## src/rtl/program_sequencer_pkg.sv

```systemverilog
// rtl/program_sequencer_pkg.sv - shared parameters, next-address select encoding, sp width helper
package program_sequencer_pkg;

   localparam int ADDR_W_DEF      = 8;
   localparam int STACK_DEPTH_DEF = 4;

   typedef enum logic [1:0] {
      NA_INC = 2'd0,
      NA_JMP = 2'd1,
      NA_RET = 2'd2
   } na_sel_e;

   // Occupancy runs 0..depth inclusive, so one extra code beyond the index range.
   function automatic int sp_width(input int depth);
      return $clog2(depth + 1);
   endfunction

endpackage

```

## src/rtl/program_sequencer_if.sv

```systemverilog
// rtl/program_sequencer_if.sv - control strobes and address outputs of the program sequencer
interface program_sequencer_if
   import program_sequencer_pkg::*;
#(
   parameter int ADDR_W      = ADDR_W_DEF,
   parameter int STACK_DEPTH = STACK_DEPTH_DEF
);
   localparam int SP_W = sp_width(STACK_DEPTH);

   logic              hold;
   logic              jmp;
   logic              jmp_nz;
   logic              call;
   logic              ret;
   logic [3:0]        jmp_nibble;
   logic              r_eq_0;
   logic [ADDR_W-1:0] pm_addr;
   logic [ADDR_W-1:0] pc;
   logic              stack_err;
   logic [SP_W-1:0]   sp;

   modport master (
      output hold, jmp, jmp_nz, call, ret, jmp_nibble, r_eq_0,
      input  pm_addr, pc, stack_err, sp
   );

   modport slave (
      input  hold, jmp, jmp_nz, call, ret, jmp_nibble, r_eq_0,
      output pm_addr, pc, stack_err, sp
   );
endinterface

```

## src/rtl/program_sequencer_call_stack.sv

```systemverilog
// rtl/program_sequencer_call_stack.sv - ps_call_stack: return-address LIFO with occupancy count
module ps_call_stack
   import program_sequencer_pkg::*;
#(
   parameter int ADDR_W = ADDR_W_DEF,
   parameter int DEPTH  = STACK_DEPTH_DEF,
   parameter int SP_W   = sp_width(DEPTH)
) (
   input  logic              clk,
   input  logic              sync_reset,
   input  logic              push,
   input  logic              pop,
   input  logic [ADDR_W-1:0] din,
   output logic [ADDR_W-1:0] top,
   output logic              full,
   output logic              empty,
   output logic [SP_W-1:0]   sp
);
   localparam int IDX_W = $clog2(DEPTH);

   logic [ADDR_W-1:0] mem [DEPTH];
   logic [SP_W-1:0]   sp_m1;

   assign sp_m1 = sp - 1'b1;
   assign full  = (sp == SP_W'(DEPTH));
   assign empty = (sp == '0);
   assign top   = mem[sp_m1[IDX_W-1:0]];

   // Caller never pushes and pops together; push/pop against full/empty are blocked here.
   always_ff @(posedge clk) begin
      if (sync_reset) begin
         sp <= '0;
      end else if (pop && !empty) begin
         sp <= sp_m1;
      end else if (push && !full) begin
         mem[sp[IDX_W-1:0]] <= din;
         sp <= sp + 1'b1;
      end
   end
endmodule

```

## src/rtl/program_sequencer.sv

```systemverilog
// rtl/program_sequencer.sv - program-memory address generator with jumps, call/return stack and hold
module program_sequencer
   import program_sequencer_pkg::*;
#(
   parameter int ADDR_W      = ADDR_W_DEF,
   parameter int STACK_DEPTH = STACK_DEPTH_DEF
) (
   input logic                clk,
   input logic                sync_reset,
   program_sequencer_if.slave bus
);
   localparam int SP_W = sp_width(STACK_DEPTH);

   na_sel_e           na_sel;
   logic              push;
   logic              pop;
   logic              err_set;
   logic              full;
   logic              empty;
   logic [ADDR_W-1:0] top;
   logic [ADDR_W-1:0] inc_addr;
   logic [ADDR_W-1:0] tgt_addr;
   logic [ADDR_W-1:0] next_addr;
   logic [ADDR_W-1:0] pm_addr_q;
   logic [ADDR_W-1:0] pc_q;
   logic              err_q;
   logic [SP_W-1:0]   sp;

   assign inc_addr = pm_addr_q + 1'b1;
   assign tgt_addr = {bus.jmp_nibble, {(ADDR_W-4){1'b0}}};

   // Priority: ret > call > jmp > taken jmp_nz > increment.
   always_comb begin
      na_sel  = NA_INC;
      push    = 1'b0;
      pop     = 1'b0;
      err_set = 1'b0;
      if (!bus.hold) begin
         if (bus.ret) begin
            if (empty) begin
               err_set = 1'b1;
            end else begin
               na_sel = NA_RET;
               pop    = 1'b1;
            end
         end else if (bus.call) begin
            na_sel  = NA_JMP;
            push    = !full;
            err_set = full;
         end else if (bus.jmp) begin
            na_sel = NA_JMP;
         end else if (bus.jmp_nz && !bus.r_eq_0) begin
            na_sel = NA_JMP;
         end
      end
   end

   always_comb begin
      next_addr = inc_addr;
      case (na_sel)
         NA_JMP:  next_addr = tgt_addr;
         NA_RET:  next_addr = top;
         default: next_addr = inc_addr;
      endcase
   end

   ps_call_stack #(
      .ADDR_W (ADDR_W),
      .DEPTH  (STACK_DEPTH),
      .SP_W   (SP_W)
   ) u_stack (
      .clk        (clk),
      .sync_reset (sync_reset),
      .push       (push),
      .pop        (pop),
      .din        (inc_addr),
      .top        (top),
      .full       (full),
      .empty      (empty),
      .sp         (sp)
   );

   always_ff @(posedge clk) begin
      if (sync_reset) begin
         pm_addr_q <= '0;
         pc_q      <= '0;
         err_q     <= 1'b0;
      end else if (!bus.hold) begin
         pm_addr_q <= next_addr;
         pc_q      <= pm_addr_q;
         if (err_set) begin
            err_q <= 1'b1;
         end
      end
   end

   assign bus.pm_addr   = pm_addr_q;
   assign bus.pc        = pc_q;
   assign bus.stack_err = err_q;
   assign bus.sp        = sp;
endmodule

```

## src/flat_wrapper.sv

```systemverilog
// flat-port wrapper written by rule: the top's interface ports become plain ports
module program_sequencer_flat import program_sequencer_pkg::*;
#(
   parameter int ADDR_W      = ADDR_W_DEF,
   parameter int STACK_DEPTH = STACK_DEPTH_DEF
)
  (clk, sync_reset, bus_hold, bus_jmp, bus_jmp_nz, bus_call, bus_ret, bus_jmp_nibble, bus_r_eq_0, bus_pm_addr, bus_pc, bus_stack_err, bus_sp);
  program_sequencer_if #(.ADDR_W(ADDR_W), .STACK_DEPTH(STACK_DEPTH)) bus_i ();
  input logic clk;
  input logic sync_reset;
  input wire logic [$bits(bus_i.hold)-1:0] bus_hold;
  input wire logic [$bits(bus_i.jmp)-1:0] bus_jmp;
  input wire logic [$bits(bus_i.jmp_nz)-1:0] bus_jmp_nz;
  input wire logic [$bits(bus_i.call)-1:0] bus_call;
  input wire logic [$bits(bus_i.ret)-1:0] bus_ret;
  input wire logic [$bits(bus_i.jmp_nibble)-1:0] bus_jmp_nibble;
  input wire logic [$bits(bus_i.r_eq_0)-1:0] bus_r_eq_0;
  output wire logic [$bits(bus_i.pm_addr)-1:0] bus_pm_addr;
  output wire logic [$bits(bus_i.pc)-1:0] bus_pc;
  output wire logic [$bits(bus_i.stack_err)-1:0] bus_stack_err;
  output wire logic [$bits(bus_i.sp)-1:0] bus_sp;
  assign bus_i.hold = bus_hold;
  assign bus_i.jmp = bus_jmp;
  assign bus_i.jmp_nz = bus_jmp_nz;
  assign bus_i.call = bus_call;
  assign bus_i.ret = bus_ret;
  assign bus_i.jmp_nibble = bus_jmp_nibble;
  assign bus_i.r_eq_0 = bus_r_eq_0;
  assign bus_pm_addr = bus_i.pm_addr;
  assign bus_pc = bus_i.pc;
  assign bus_stack_err = bus_i.stack_err;
  assign bus_sp = bus_i.sp;
  program_sequencer #(.ADDR_W(ADDR_W), .STACK_DEPTH(STACK_DEPTH)) u_core (.clk(clk), .sync_reset(sync_reset), .bus(bus_i));
endmodule
```

## config.mk

```make
export PLATFORM = sky130hd
export DESIGN_NAME = program_sequencer_flat
export DESIGN_NICKNAME = d
export VERILOG_FILES = /design/src/rtl/program_sequencer_pkg.sv /design/src/rtl/program_sequencer_if.sv /design/src/rtl/program_sequencer_call_stack.sv /design/src/rtl/program_sequencer.sv /design/src/flat_wrapper.sv
export SDC_FILE = /design/constraint.sdc
export NUM_CORES = 1
export LEC_CHECK = 0
export BUFFER_PORTS_ARGS = -buffer_cell sky130_fd_sc_hd__buf_2
export CAP_MARGIN = 20
export CORE_MARGIN = 4
export CORE_UTILIZATION = 58
export CTS_CLUSTER_SIZE = 14
export DETAILED_ROUTE_END_ITERATION = 8
export PLACE_DENSITY = 0.78
export SETUP_SLACK_MARGIN = 0.2
export SYNTH_ARGS = -nofsm -noshare
export SYNTH_HDL_FRONTEND = slang
export SYNTH_HIERARCHICAL = 1
export SYNTH_SLANG_ARGS = --single-unit
```

## constraint.sdc

```tcl
create_clock -name clk -period 6.5 [get_ports clk]
set_clock_uncertainty 0.05 [all_clocks]
set_input_delay 0.65 -clock clk [delete_from_list [all_inputs] [get_ports clk]]
set_output_delay 0.65 -clock clk [all_outputs]
set_load 0.01 [all_outputs]
```

Yosys cells after proc, flatten, opt, wreduce, memory -nomap -nowiden
Memory sizes are Yosys's and may differ from the RTL's.
Index checks and enable logic that the tools add are counted.
Word-level totals
  register bits after elaboration: 20
  bits in latches: 0
  memory bits (writable): 32
  ROM bits: 0
  bits of input ports: 12
  output and inout port bits: 20
  memories kept: 1
Memory list
  u_core.u_stack.mem: words 4, width 8, read ports 1, clocked after memory_dff 0, wr ports 1, RTL line program_sequencer_call_stack.sv:21  | logic [ADDR_W-1:0] mem [DEPTH];
Cells by class
  $add $sub $neg: 3
  $mul: 0
  div/mod/pow operators: 0
  $lt $le $gt $ge: 0
  eq/ne operators: 3
  shift-type cells: 0
  multiplexer cells: 23
  bitwise operators: 1
  reductions and logical operators: 9
Operators by type and width (count)
  $pmux 8 s2: 1
  $mux 1: 15
  $mux 2: 5
  $add 8x1->8 const B: 1
  $mux 3: 2
  $add 3x1->3 const B: 1
  $eq 3x3->1 const B: 1
  $logic_and 1x1->1: 3
  $logic_not 1->1: 3
  $logic_not 3->1: 1
  $sub 3x1->3 const B: 1
  $eq 2x1->1 const B: 1
  $eq 2x2->1 const B: 1
  $reduce_and 2->1: 1
  $reduce_bool 2->1: 1
  $not 1->1: 1

Longest topological paths before layout
  word-level depth: 10
  gate-level depth with buffers: 11
  depth with buffers taken out: 10

Cells and area by module
The synthesis kept the hierarchy.
Modules (own cells, without submodules)
  ps_call_stack: instances 1, cells an instance 75, area each 1431.4 um2, sequential area each 1021.0 um2
  program_sequencer: instances 1, cells an instance 112, area each 962.2 um2, sequential area each 340.3 um2

Worst setup path after synthesis
OpenSTA, ideal clock, no wires.
  path type: flip-flop to flip-flop
  from: reg u_core.u_stack.sp[0]
  to: mem u_core/u_stack/mem[0][0] (netlist bit), enable pin
  library setup time: 0.332 ns
  data arrival time: 2.435 ns
  path slack: 3.683 ns
  stages on the path, launching flop included: 9
  cells stage by stage: dfxtp_1 buf_2 inv_1 ha_1 and2_2 nor4b_1 a21bo_2 nor3_1 and2_1
Between the ends
  word-level cells in the longest chain between the ends: 10
  elaborated cells on any way between the ends: 16
  classes of those cells: 1 x eq/ne; 10 x mux; 5 x reduce/logical
Ends and longest elaborated chain
  start, declared: RTL line program_sequencer_call_stack.sv:17  | output logic [SP_W-1:0] sp
  start signal, assigned: RTL line program_sequencer_call_stack.sv:34  | sp <= sp_m1;
  start signal, assigned: RTL line program_sequencer_call_stack.sv:37  | sp <= sp + 1'b1;
  $eq 3x3->1: RTL line program_sequencer_call_stack.sv:25  | assign full = (sp == SP_W'(DEPTH));
  via u_core.full: RTL line program_sequencer.sv:18  | logic full;
  $logic_not 1->1: RTL line program_sequencer.sv:48  | push = !full;
  $mux 1: RTL line program_sequencer.sv:46  | end else if (bus.call) begin
  $mux 1: RTL line program_sequencer.sv:39  | if (bus.ret) begin
  $mux 1: RTL line program_sequencer.sv:38  | if (!bus.hold) begin
  via u_core.push: RTL line program_sequencer.sv:15  | logic push;
  $logic_and 1x1->1: RTL line program_sequencer_call_stack.sv:35  | end else if (push && !full) begin
  $mux 1: RTL line program_sequencer_call_stack.sv:35
  $mux 1: RTL line program_sequencer_call_stack.sv:33  | end else if (pop && !empty) begin
  $mux 1: RTL line program_sequencer_call_stack.sv:31  | if (sync_reset) begin
  $mux 1 (not written as such): RTL line program_sequencer_call_stack.sv:36  | mem[sp[IDX_W-1:0]] <= din;
  end, declared: RTL line program_sequencer_call_stack.sv:21
The timed path passes the listed nets, and every way through them passes these cells.

Worst setup path in the final report
  from: reg u_core.u_stack.sp[0]
  to: reg u_core.pm_addr_q[4], in the netlist u_core/bus.pm_addr[4]
Between the ends
  word-level cells in the longest chain between the ends: 6
  elaborated cells on any way between the ends: 9
  classes of those cells: 1 x add/sub; 2 x eq/ne; 4 x mux; 1 x reduce/logical; 1 x memory
Ends and longest elaborated chain
  $logic_not 3->1 (*): RTL line program_sequencer_call_stack.sv:26  | assign empty = (sp == '0);
  via u_core.empty: RTL line program_sequencer.sv:19  | logic empty;
  $mux 2 (*): RTL line program_sequencer.sv:40  | if (empty) begin
  $mux 2 (*): RTL line program_sequencer.sv:39
  $mux 2 (*): RTL line program_sequencer.sv:38
  $eq 2x2->1 or $eq 2x1->1 (tied branches): RTL line program_sequencer.sv:60  | case (na_sel)
  $pmux 8 s2 (*): RTL line program_sequencer.sv:60
  end signal, assigned: RTL line program_sequencer.sv:89  | pm_addr_q <= next_addr;
  end, declared: RTL line program_sequencer.sv:24  | logic [ADDR_W-1:0] pm_addr_q;
The timed path passes the listed nets; every way through them passes the cells marked *.
A chain may end at the register's enable or synchronous reset.

==> summary.md <==
| Metric | Value |
|---|---|
| Placer Congestion | 0.8384 |
| Final HPWL from detailed placement | between 3000 and 4000 um |
| Io pins | 32 |
| RSZ-0062 raised after global routing | no |
| Share of the synthesized area in the top cell type | between 40 and 50% |
| Largest area contributor in the netlist | edfxtp_1 |
| H-tree levels | 2 |
| Sequential power share | between 60% and 70% |
| FF-to-FF setup slack | 3.17 ns |
| Diode count | 0 |
| Final nets | between 200 and 250 |
| Port bufs | 31 |
| Setup bufs post-CTS | 0 |
| CP Max Fanout | 14 |
| Grt total ovfl | 0 |
| Synth warn | 6 |
| CTS Root Cell | clkbuf_8 |
| Synth Register Bits | 52 |
| Max-cap violations | 0 |
| Starting DRC count in detailed routing | 112 |
| Synth Area per Inst | roughly 13 um2 |
| CTS tree | built |
| Most used routing layer | met2 |
| Initial antenna violation count | 0 |
| CTS buffer count | 5 |
| Min Clock Period, post-route | around 3.3 ns |
| Switching power | roughly 0.00013 W |
| Post-synth net total | 208 |
| Int Power | ~0.00046 W |
| Total GRT Usage | 19.13% |
| Top cells by area, synth | edfxtp_1 40%, dfxtp_1 17%, mux4_2 7.5%, ha_1 4.7%, mux2i_1 3.3% |
| Fin Hold WS | around 0.42 ns |
| Worst-case clock buffer depth | 2 |
| Initial core utilization | approximately 60% |
| DR DRC count | 0 |
| Drt total wl | roughly 4500 um |
| Number of synthesized flops with an enable pin | 32 |
| Sw Share | about 22% |
| Worst-Skew Late Latency | 0.30 ns |
| Main flop type after synthesis | edfxtp_1 |
| Die area | around 5200 um2 |
| Slew Viols, Final | 0 |
| Clock transition at the registers of the reported paths | around 0.080 ns |
| Number of nets with antenna violations after routing | 0 |
| Area delta synth->final | 10.93% |
| Post-synth top cells | 32 x edfxtp_1, 20 x dfxtp_1, 13 x nor2_1 |
| Status | finished clean |
| CTS sink cnt | 52 |
| Critical Path Sink Type | register |
| Via count | 1576 |
| Met1 global-route usage | about a quarter |
| Num rows | 23 |
| Hold Path Class | register to register |
| DRT Pass-1 Iters | 4 |
| Share of cells above drive strength 1 | between 20 and 25% |
| Gate Count Post-Synth | ~190 |
| Via/cell ratio | 5.881 |
| Relative slew margins | slightly below 60% |
| Comb pwr share | under 10% |
| Largest net degree at the start of global routing | 31 |
| Synth async-reset ratio | 0% |
| Vias in the first global route | approximately 1500 |
| Peak VDD IR | between 100 and 150 uV |
| Setup violations, final | 0 |
| Seq/Total Area, Yosys | a little under three fifths |
| Kind of critical path | register to register |
| Pwr per Cell Area | 221.0 nW/um2 |
| Worst-margin pin slew | 0.6291 ns |
| Most common cell in the netlist | edfxtp_1 |
| Clock power share | 28.4% |
| GRT met3 Usage | approximately 6.5% |
| First-pass GRT wire length | 7458 um |
| Cell area after synthesis | roughly 2400 um2 |
| Detailed-route wire length per cell | around 17 um |
| Post-cts hold buffer count | 0 |
| Met2 GRT Util | a little under a third |
| Fin crit share | 51.23% |
| Worst EP required | between 6 and 7 ns |
| Die Ht | between 70 and 80 um |
| Critical path arrival | roughly 3.5 ns |
| Lkg Pwr | slightly below 1 nW |
| Core area | around 4000 um2 |
| Die width | roughly 72 um |
| F_max | ~300 MHz |
| Hold Violations, Final | 0 |
| Startpoint Class | register |
| Final setup TNS | 0 ns |
| PostCTS Resize Cnt | 0 |
| Post-synth cell types | 44 |
final timing paths:
kind                        start                     to  depth (start not counted)
max          u_core/u_stack/sp[0]  u_core/bus.pm_addr[4]                          8
min          u_core/bus.stack_err   u_core/bus.stack_err                          2
max reg2reg  u_core/u_stack/sp[0]  u_core/bus.pm_addr[4]                          8
min reg2reg  u_core/bus.stack_err   u_core/bus.stack_err                          2
sequential cells by signal (all words and copies together), names as in the netlist:
register,cells
u_core/bus.pc,8
u_core/bus.pm_addr,8
u_core/bus.stack_err,1
u_core/u_stack/mem,32
u_core/u_stack/sp,3
cell type report:
type / instances / area (um2)
multi-input cells: 117 / 958.4
repair buffers: 31 / 155.1
clock inverters: 1 / 3.754
flip-flops and latches: 52 / 1361
inverters: 10 / 37.54
clock buffers: 7 / 76.32
fillers: 299 / 1345
well taps: 50 / 62.56
metrics by stage:
stage / cell area [um2] / utilization (%) / total power [W] / cells / setup WS, ns
after floorplan: 2394 / - / 0.0004091 / 187 / 3.683
after global placement: 2575 / 64.37 / 0.0004253 / 260 / 3.304
after detailed placement: 2575 / 64.37 / 0.0004276 / 260 / 3.180
after CTS: 2655 / 66.37 / 0.0005940 / 268 / 3.187
after global routing: 2655 / 66.37 / 0.0006149 / 268 / 2.889
final: 2655 / 66.37 / 0.0005867 / 268 / 3.170
worst max-delay path, cell delays in order, from the launching register on:
cell and delay [ns]:
dfxtp_1 0.73, inv_1 0.20, ha_1 0.28, ha_1 0.22, or3b_2 0.46, ha_1 0.61
inv_1 0.17, o31a_1 0.31, o32ai_1 0.20
layout by cell type, fill, tap and decap left out, drive strengths merged, types with 6 or more instances in the layout:
cell type,n
ha,9
nor3,6
edfxtp,32
clkbuf,7
mux2i,8
nand2,10
nor2,13
buf,31
mux4,8
dfxtp,20
a21oi,11
inv,10
logic make-up after synthesis:
logic type	Yosys count	share of synthesized area, %
flops	52	56.87
mux	17	11.34
xor+xnor	6	2.195
compound gates	31	9.358
simple gates	54	12.44
buf+inv	18	3.084
fa+ha+maj	9	4.705
routing by layer:
metal	up-vias	wire, um
met5	-	0
met4	0	25
met3	2	267
met2	41	2214
met1	779	2023
li1	754	-
power by group through the flow:
stage               clock (W)  sequential, W  combinational [W]
floorplan                   0       0.000371          0.0000379
global placement            0       0.000371          0.0000545
detailed placement          0       0.000371          0.0000563
CTS                  0.000174       0.000364          0.0000567
global route         0.000188       0.000365          0.0000623
finish               0.000166       0.000364          0.0000568
No activity file was read; power rests on OpenSTA's default activity.
